`config.mk`:
```
export PLATFORM = sky130hd
export DESIGN_NAME = layer_compositor
export DESIGN_NICKNAME = d
export VERILOG_FILES = /design/src/rtl/layer_compositor.sv
export SDC_FILE = /design/constraint.sdc
export NUM_CORES = 1
export LEC_CHECK = 0
export CORE_MARGIN = 2
export CORE_UTILIZATION = 45
export CTS_CLUSTER_DIAMETER = 60
export DETAILED_ROUTE_END_ITERATION = 6
export PLACE_DENSITY_LB_ADDON = 0.08
export SKIP_CTS_REPAIR_TIMING = 1
export SLEW_MARGIN = 20
export SYNTH_ARGS = -nofsm -noshare
export SYNTH_HDL_FRONTEND = slang
export SYNTH_SLANG_ARGS = --single-unit
export TNS_END_PERCENT = 50
```
`constraint.sdc`:
```
create_clock -name Clk -period 3 [get_ports Clk]
set_clock_uncertainty 0.1 [all_clocks]
set_input_delay 0.6 -clock Clk [delete_from_list [all_inputs] [get_ports Clk]]
set_output_delay 0.6 -clock Clk [all_outputs]
set_load 0.005 [all_outputs]
```
`src/rtl/layer_compositor.sv`:
```
// Two-stage sprite layer compositor: priority layer select with a blinking
// start-screen box background, followed by a timed hit-flash colour effect.
module layer_compositor #(
   parameter int unsigned NUM_LAYERS   = 4,
   parameter int unsigned CW           = 8,
   parameter int unsigned BOX_X0       = 280,
   parameter int unsigned BOX_X1       = 360,
   parameter int unsigned BOX_Y0       = 208,
   parameter int unsigned BOX_Y1       = 272,
   parameter int unsigned BLINK_FRAMES = 32,
   parameter int unsigned FLASH_FRAMES = 8
) (
   input  logic                       Clk,
   input  logic                       Reset,
   input  logic [9:0]                 DrawX,
   input  logic [9:0]                 DrawY,
   input  logic                       pix_valid,
   input  logic                       frame_start,
   input  logic                       start,
   input  logic [NUM_LAYERS-1:0]      layer_on,
   input  logic [NUM_LAYERS-1:0]      layer_en,
   input  logic [NUM_LAYERS*3*CW-1:0] layer_rgb,
   input  logic                       flash_req,
   output logic [CW-1:0]              Red,
   output logic [CW-1:0]              Green,
   output logic [CW-1:0]              Blue,
   output logic                       out_valid
);

   localparam int unsigned BW = (BLINK_FRAMES > 2) ? $clog2(BLINK_FRAMES) : 1;
   localparam int unsigned FW = $clog2(FLASH_FRAMES + 1);
   localparam logic [9:0] LP_X0 = 10'(BOX_X0);
   localparam logic [9:0] LP_X1 = 10'(BOX_X1);
   localparam logic [9:0] LP_Y0 = 10'(BOX_Y0);
   localparam logic [9:0] LP_Y1 = 10'(BOX_Y1);

   logic [BW-1:0]   r_blink;
   logic [FW-1:0]   r_flash;
   logic [3*CW-1:0] r_s1_rgb;
   logic            r_s1_valid;
   logic [3*CW-1:0] r_rgb;
   logic            r_out_valid;

   logic            w_in_box;
   logic            w_visible;
   logic [3*CW-1:0] w_bg;
   logic [3*CW-1:0] w_sel;
   logic [3*CW-1:0] w_s2;

   assign w_in_box  = (DrawX >= LP_X0) && (DrawX < LP_X1) && (DrawY >= LP_Y0) && (DrawY < LP_Y1);
   assign w_visible = r_blink < BW'(BLINK_FRAMES / 2);
   assign w_bg      = (start && w_in_box && w_visible) ? '1 : '0;

   // Ascending scan so the highest enabled, hit layer overrides lower ones.
   always_comb begin
      w_sel = w_bg;
      for (int i = 0; i < NUM_LAYERS; i++) begin
         if (layer_on[i] && layer_en[i]) begin
            w_sel = layer_rgb[i*3*CW +: 3*CW];
         end
      end
   end

   always_comb begin
      w_s2 = '0;
      if (r_s1_valid) begin
         if (r_flash != '0) begin
            w_s2 = {{CW{1'b1}}, r_s1_rgb[2*CW-1:CW] >> 1, r_s1_rgb[CW-1:0] >> 1};
         end else begin
            w_s2 = r_s1_rgb;
         end
      end
   end

   always_ff @(posedge Clk or posedge Reset) begin
      if (Reset) begin
         r_blink <= '0;
      end else if (!start) begin
         r_blink <= '0;
      end else if (frame_start) begin
         r_blink <= (r_blink == BW'(BLINK_FRAMES - 1)) ? '0 : r_blink + 1'b1;
      end
   end

   // A new flash request takes priority over the per-frame decrement.
   always_ff @(posedge Clk or posedge Reset) begin
      if (Reset) begin
         r_flash <= '0;
      end else if (flash_req) begin
         r_flash <= FW'(FLASH_FRAMES);
      end else if (frame_start && (r_flash != '0)) begin
         r_flash <= r_flash - 1'b1;
      end
   end

   always_ff @(posedge Clk or posedge Reset) begin
      if (Reset) begin
         r_s1_rgb    <= '0;
         r_s1_valid  <= 1'b0;
         r_rgb       <= '0;
         r_out_valid <= 1'b0;
      end else begin
         r_s1_rgb    <= w_sel;
         r_s1_valid  <= pix_valid;
         r_rgb       <= w_s2;
         r_out_valid <= r_s1_valid;
      end
   end

   assign Red       = r_rgb[3*CW-1:2*CW];
   assign Green     = r_rgb[2*CW-1:CW];
   assign Blue      = r_rgb[CW-1:0];
   assign out_valid = r_out_valid;

endmodule

```
==> results.py <==
metrics = {
    "final_layout": {
        "multi_input_area_um2": 1710,
        "regArea_um2": 1480,
        "nets": 635,
        "areaGrowthSynthToFinish_pct": 51.5,
        "drive_gt1_share_pct": 7.51,
        "fillers": 585,
        "n_antenna_cell": 0,
        "final_util_pct": 70.3,
    },
    "pwr": {
        "p_leak_nw": 2.12,
        "irDropWorstVdd_v": 0.000205,
        "p_per_area_nw_per_um2": 412,
    },
    "drt": {
        "vias_per_cell": 5.69,
        "antenna_left": 0,
        "post-route-drc-count": 0,
        "via_count": 3443,
        "routed_wl_mm": 9.48,
        "dr.pass1.iters": 4,
        "wire_per_inst_um": 15.7,
        "initialDrtViolationCount": 128,
    },
    "clock_tree": {
        "numCtsBuffers": 9,
        "htree_levels": 3,
        "cts-root-buf": "clkbuf_8",
        "clkTransAtPathRegs_ns": 0.06,
        "cts_tree": "done",
        "numClockSinks": 59,
        "cts.path.max_buffers": 2,
        "clkLatencyLatePin_ns": 0.33,
    },
    "timing": {
        "period_minus_slack_ns": 2.18,
        "relSlewSlack_pct": 43.4,
        "fin_crit_sh_pct": 72.8,
        "fin_ws_ns": 0.817,
        "finalHoldViolCount": 0,
        "finalSetupTns_ns": 0,
        "drv_slew": 0,
        "max_slew.worst_pin.slew_ns": 0.845,
        "max_clock_freq_mhz": 458,
        "rsz0062_at_grt": "false",
        "setup_viol": 0,
    },
    "floorplan": {
        "boundaryPins": 155,
        "coreArea_um2": 7210,
        "placementRows": 31,
        "die_area_um2": 8150,
        "die-width_um": 90.3,
        "die_h_um": 90.3,
        "start_util_pct": 46.4,
    },
    "synthesis": {
        "synth_nets": 501,
        "avgSynthCellArea_um2": 9.13,
        "yosysSeqAreaShare_pct": 44.1,
        "yosys_register_bits": 59,
        "synth_warnings": 0,
        "synth_top_area_cell": "dfrtp_1",
        "synth.cell_area_um2": 3350,
        "synthCells": 367,
        "synthTopCellsByArea": "dfrtp_1 44%, nand2_1 6.3%, o2111ai_1 6.3%, o211ai_1 5.4%, o22ai_1 4.7%",
        "synth_top_area_share_pct": 44.1,
        "yosysUniqueCellTypes": 39,
    },
    "global_route": {
        "grt_max_degree": 60,
        "grt_usage_pct": 23.7,
        "grt_pass1_wl_mm": 15.7,
        "grt_pass1_vias": 3202,
        "grt_overflow": 0,
        "antenna_found_initial": 0,
    },
    "worst_setup_path": {
        "critPathMaxFanout": 24,
        "worst_path_max_delay_cell": "or4b_1",
        "critical_path_class": "primary input to register",
        "cp-start-kind": "primary input",
        "cp_cell_sequence": "clkdlybuf4s50_1 -> or4b_1 -> o22ai_2 -> buf_4 -> o2111ai_1 -> o211ai_1",
        "critical_path_required_ns": 3.11,
        "crit_family": "buffers and inverters",
        "end_kind": "register",
        "max_stage_delay_ns": 0.53,
        "cp.arrival_ns": 2.29,
        "critPathBufInv": 2,
    },
    "place": {
        "post-place-ws_ns": 0.501,
        "hpwl_mm": 6.94,
        "io_buffers": 147,
        "gp_congestion": 0.847,
    },
    "run": {
        "drv.max_cap_violation_count": 0,
    },
    "outcome": {
        "outcome": "finished, final reports clean",
    },
    "worst_hold_path": {
        "hp-class": "register to register",
    },
}
synth_stat cells:
| library cell | count |
|---|---|
| a2111oi_2 | 1 |
| a211o_1 | 2 |
| a211oi_1 | 1 |
| a21boi_0 | 15 |
| a21oi_1 | 2 |
| a22oi_1 | 1 |
| a311oi_1 | 1 |
| and2_1 | 1 |
| and2_4 | 1 |
| and3_1 | 24 |
| and3_2 | 4 |
| buf_1 | 2 |
| buf_6 | 7 |
| clkbuf_1 | 27 |
| dfrtp_1 | 59 |
| ha_1 | 4 |
| inv_1 | 3 |
| mux2i_1 | 2 |
| nand2_1 | 56 |
| nand2b_1 | 2 |
| nand3_1 | 25 |
| nand3b_1 | 2 |
| nand4b_1 | 1 |
| nor2_1 | 4 |
| nor2b_1 | 3 |
| nor3_1 | 1 |
| nor3b_1 | 2 |
| nor4_2 | 1 |
| o2111ai_1 | 24 |
| o211a_1 | 1 |
| o211ai_1 | 24 |
| o21a_1 | 8 |
| o21ai_0 | 26 |
| o22ai_1 | 25 |
| or3b_1 | 1 |
| or4b_1 | 1 |
| or4b_2 | 1 |
| xnor2_1 | 1 |
| xor2_1 | 1 |
final timing paths:
check | startpoint | slack, ns | endpoint | depth (start not counted)
setup / recovery | DrawY[6] | 0.82 | r_s1_rgb[15] | 6
min in group asynchronous | Reset | 0.68 | r_blink[4] | 3
hold reg to reg | r_s1_rgb[21] | 0.37 | r_rgb[21] | 1
setup reg to reg | r_flash[0] | 0.96 | r_flash[2] | 6
hold / removal | r_s1_rgb[21] | 0.37 | r_rgb[21] | 1
max in group asynchronous | Reset | 1.66 | r_rgb[3] | 3
power by group:
group / internal, mW / switching, mW
logic: 0.296 / 0.226
clock network: 0.389 / 0.269
registers: 0.874 / 0.0376
total: 1.56 / 0.534
final cells by class:
cell class,instances,area share (%)
Multi-Input combinational cell,269,33.7
Timing Repair Buffer,159,30.8
Sequential cell,59,29.1
Clock buffer,15,3.67
Tap cell,99,2.44
Inverter,3,0.222
Clock inverter,1,0.0986
through the flow:
stage                     cell area, µm²  instances  total power, mW  hold WS, ns
after detailed placement            4880        589             1.45        0.346
final                               5070        605             2.09        0.365
after global placement              4880        589             1.44        0.344
after floorplan                     3350        367             1.15        0.325
after global routing                5070        605             2.20        0.380
after CTS                           5070        605             2.11        0.365
worst reg2reg max path: cells and delay by family (launching register included):
family | cells | cell delay (ns)
buffers and inverters | 1 | 0.11
DFF | 1 | 0.37
adders and majority gates | 1 | 0.20
xor gates and xnor gates | 1 | 0.16
and+or+nand+nor | 3 | 0.99
flip-flops by register name (all words and copies together) (netlist names):
| name | cells |
|---|---|
| r_rgb | 24 |
| r_s1_rgb | 24 |
| r_blink | 5 |
| r_flash | 4 |
| out_valid | 1 |
| r_s1_valid | 1 |
cells in the final DEF (no fill, tap or decap), drive strengths merged, types with 3 or more instances in the layout:
master and n:
o21ai 26, nor2b 3, o2111ai 24, o211ai 24
and3 28, nor2 4, a21boi 15, nand3 25
clkdlybuf4s50 147, ha 4, nand2 56, dfrtp 59
buf 12, inv 3, clkbuf 15, o22ai 25
o21a 8
layer usage:
metal  GRT usage, %  share of wire, %  up-vias
li1               -                 -     1654
met1           30.9                40     1613
met2           39.7                49      160
met3           5.18               9.1       16
met4           7.69               1.7        0
met5              0                 0        -
cell families (layout without fill, tap and decap cells):
logic type      after synthesis  count (layout)  share of synthesized area [%]
xor+xnor                      2               2                          0.523
fa+ha+maj                     4               4                           1.49
flops                        59              59                           44.1
compound gates              131             131                           27.6
mux                           2               2                          0.597
simple gates                130             130                           19.8
buf+inv                      39             178                           5.94
No activity file was read; power rests on OpenSTA's default activity.
==> patch, RTL diff (same settings) <==
Add an input register stage for `DrawY`, without a reset; this delays it by one clock. The other inputs are not delayed to match.
--- a/src/rtl/layer_compositor.sv
+++ b/src/rtl/layer_compositor.sv
@@ -34,6 +34,12 @@
    localparam logic [9:0] LP_Y0 = 10'(BOX_Y0);
    localparam logic [9:0] LP_Y1 = 10'(BOX_Y1);
 
+   logic [9:0] DrawY_q;
+
+   always_ff @(posedge Clk) begin
+      DrawY_q <= DrawY;
+   end
+
    logic [BW-1:0]   r_blink;
    logic [FW-1:0]   r_flash;
    logic [3*CW-1:0] r_s1_rgb;
@@ -47,7 +53,7 @@
    logic [3*CW-1:0] w_sel;
    logic [3*CW-1:0] w_s2;
 
-   assign w_in_box  = (DrawX >= LP_X0) && (DrawX < LP_X1) && (DrawY >= LP_Y0) && (DrawY < LP_Y1);
+   assign w_in_box  = (DrawX >= LP_X0) && (DrawX < LP_X1) && (DrawY_q >= LP_Y0) && (DrawY_q < LP_Y1);
    assign w_visible = r_blink < BW'(BLINK_FRAMES / 2);
    assign w_bg      = (start && w_in_box && w_visible) ? '1 : '0;
 
Formal check against the unedited RTL: not equivalent (Yosys sat finds a counterexample within 4 cycles, from zero or initial values and one cycle with Reset high).
==> patch against the original RTL <==
  * Register-to-register slack worse by 0.05 ns
  * Worst hold slack worse by 0.0045 ns
  * Sequential cell count up 6
  * Critical path depth unchanged
  * Area after synthesis up 4.8%
  * Count of clock-buffer cells in the layout shrank 6
  * Non-clock buffer count fell by 4
  * Worst setup slack got worse by 0.18 ns
  * Design area grew 2.7%
  * Wire length is 3.2% higher
  * Total power rose by 12%
  * Clock power rose by 25%
==> patch: results (changes against the original RTL) <==
| Metric | Value |
|---|---|
| Post-synthesis mux area share | `0.570% (was 0.597%)` |
| First-pass GRT wire length | `15.6 mm (was 15.7 mm)` |
| Global Route Usage Sum | `23.3% (was 23.7%)` |
| Crit path DAT | `2.49 ns (was 2.29 ns)` |
| Routed via count | `3423 (was 3443)` |
| Fillcell total | `604 (was 585)` |
| Max VDD drop | `0.000214 V (was 0.000205 V)` |
| GPL Wtd Cong | `0.973 (was 0.847)` |
| Hold Startpoint | `r_s1_rgb[16] (was r_s1_rgb[21])` |
| Synth area leaders | `dfrtp_1 42%, nand2_1 6.0%, o2111ai_1 6.0%, o211ai_1 5.1%, and3_1 5.0% (was dfrtp_1 44%, nand2_1 6.3%, o2111ai_1 6.3%, o211ai_1 5.4%, o22ai_1 4.7%)` |
| Status | `finished, final reports clean (unchanged)` |
| Leak | `2.18 nW (was 2.12 nW)` |
| Critical path capture point | `r_s1_rgb[0] (was r_s1_rgb[15])` |
| Number of DRC markers in iteration 0 | `173 (was 128)` |
| Compound-gate portion of the synthesized area | `26.9% (was 27.6%)` |
| Detail-routed net length per standard cell | `16.0 um (was 15.7 um)` |
| Slew headroom | `41.9% (was 43.4%)` |
| Synth Area in XOR/XNOR | `0.499% (was 0.523%)` |
| Switch share | `26.3% (was 25.5%)` |
| Clock group total power | `0.821 mW (was 0.659 mW)` |
| Hold Slack | `0.361 ns (was 0.365 ns)` |
| Ys async rst share | `90.8% (was 100%)` |
| Syn_nets | `510 (was 501)` |
| Biggest regs | `r_rgb (24), r_s1_rgb (24), DrawY_q (6) (was r_rgb (24), r_s1_rgb (24), r_blink (5))` |
| Synth unique cells | `42 (was 39)` |
| Layout cells sized above 1 | `6.09% (was 7.51%)` |
| Crit-path max cell delay | `0.55 ns (was 0.53 ns)` |
| Pre-antenna DRT Iters | `5 (was 4)` |
| Leading cell types by count after synthesis | `59 x dfrtp_1, 56 x nand2_1, 28 x and3_1, 26 x nand3_1, 26 x o21ai_0 (was 59 x dfrtp_1, 56 x nand2_1, 27 x clkbuf_1, 26 x o21ai_0)` |
| Crit path from | `start (was DrawY[6])` |
| Adder-Cell Fraction of Synth Area | `1.43% (was 1.49%)` |
## patch: final cells by class
cell class | instances | share of cell area, %
Sequential cell | 65 | 30.6
Clock inverter | 7 | 1.97
Timing Repair Buffer | 155 | 29.6
Inverter | 3 | 0.216
Tap cell | 102 | 2.45
Multi-Input combinational cell | 270 | 32.7
Clock buffer | 9 | 2.38
## patch: layer usage
layer | track usage (%) | vias to the layer above | share of wire, %
met3 | 6.51 | 16 | 8.6
li1 | - | 1659 | -
met2 | 34.8 | 193 | 46
met5 | 0 | - | 0
met4 | 9.08 | 0 | 2.5
met1 | 32.3 | 1555 | 42
## patch: per-stage QoR
stage	cells	setup WS [ns]	utilization (%)	total power [mW]
after floorplan	376	0.844	-	1.24
after global placement	595	0.383	65.2	1.53
after detailed placement	595	0.354	65.2	1.54
after CTS	611	0.719	68.1	2.37
after global routing	611	0.529	68.1	2.47
final	611	0.633	68.1	2.34
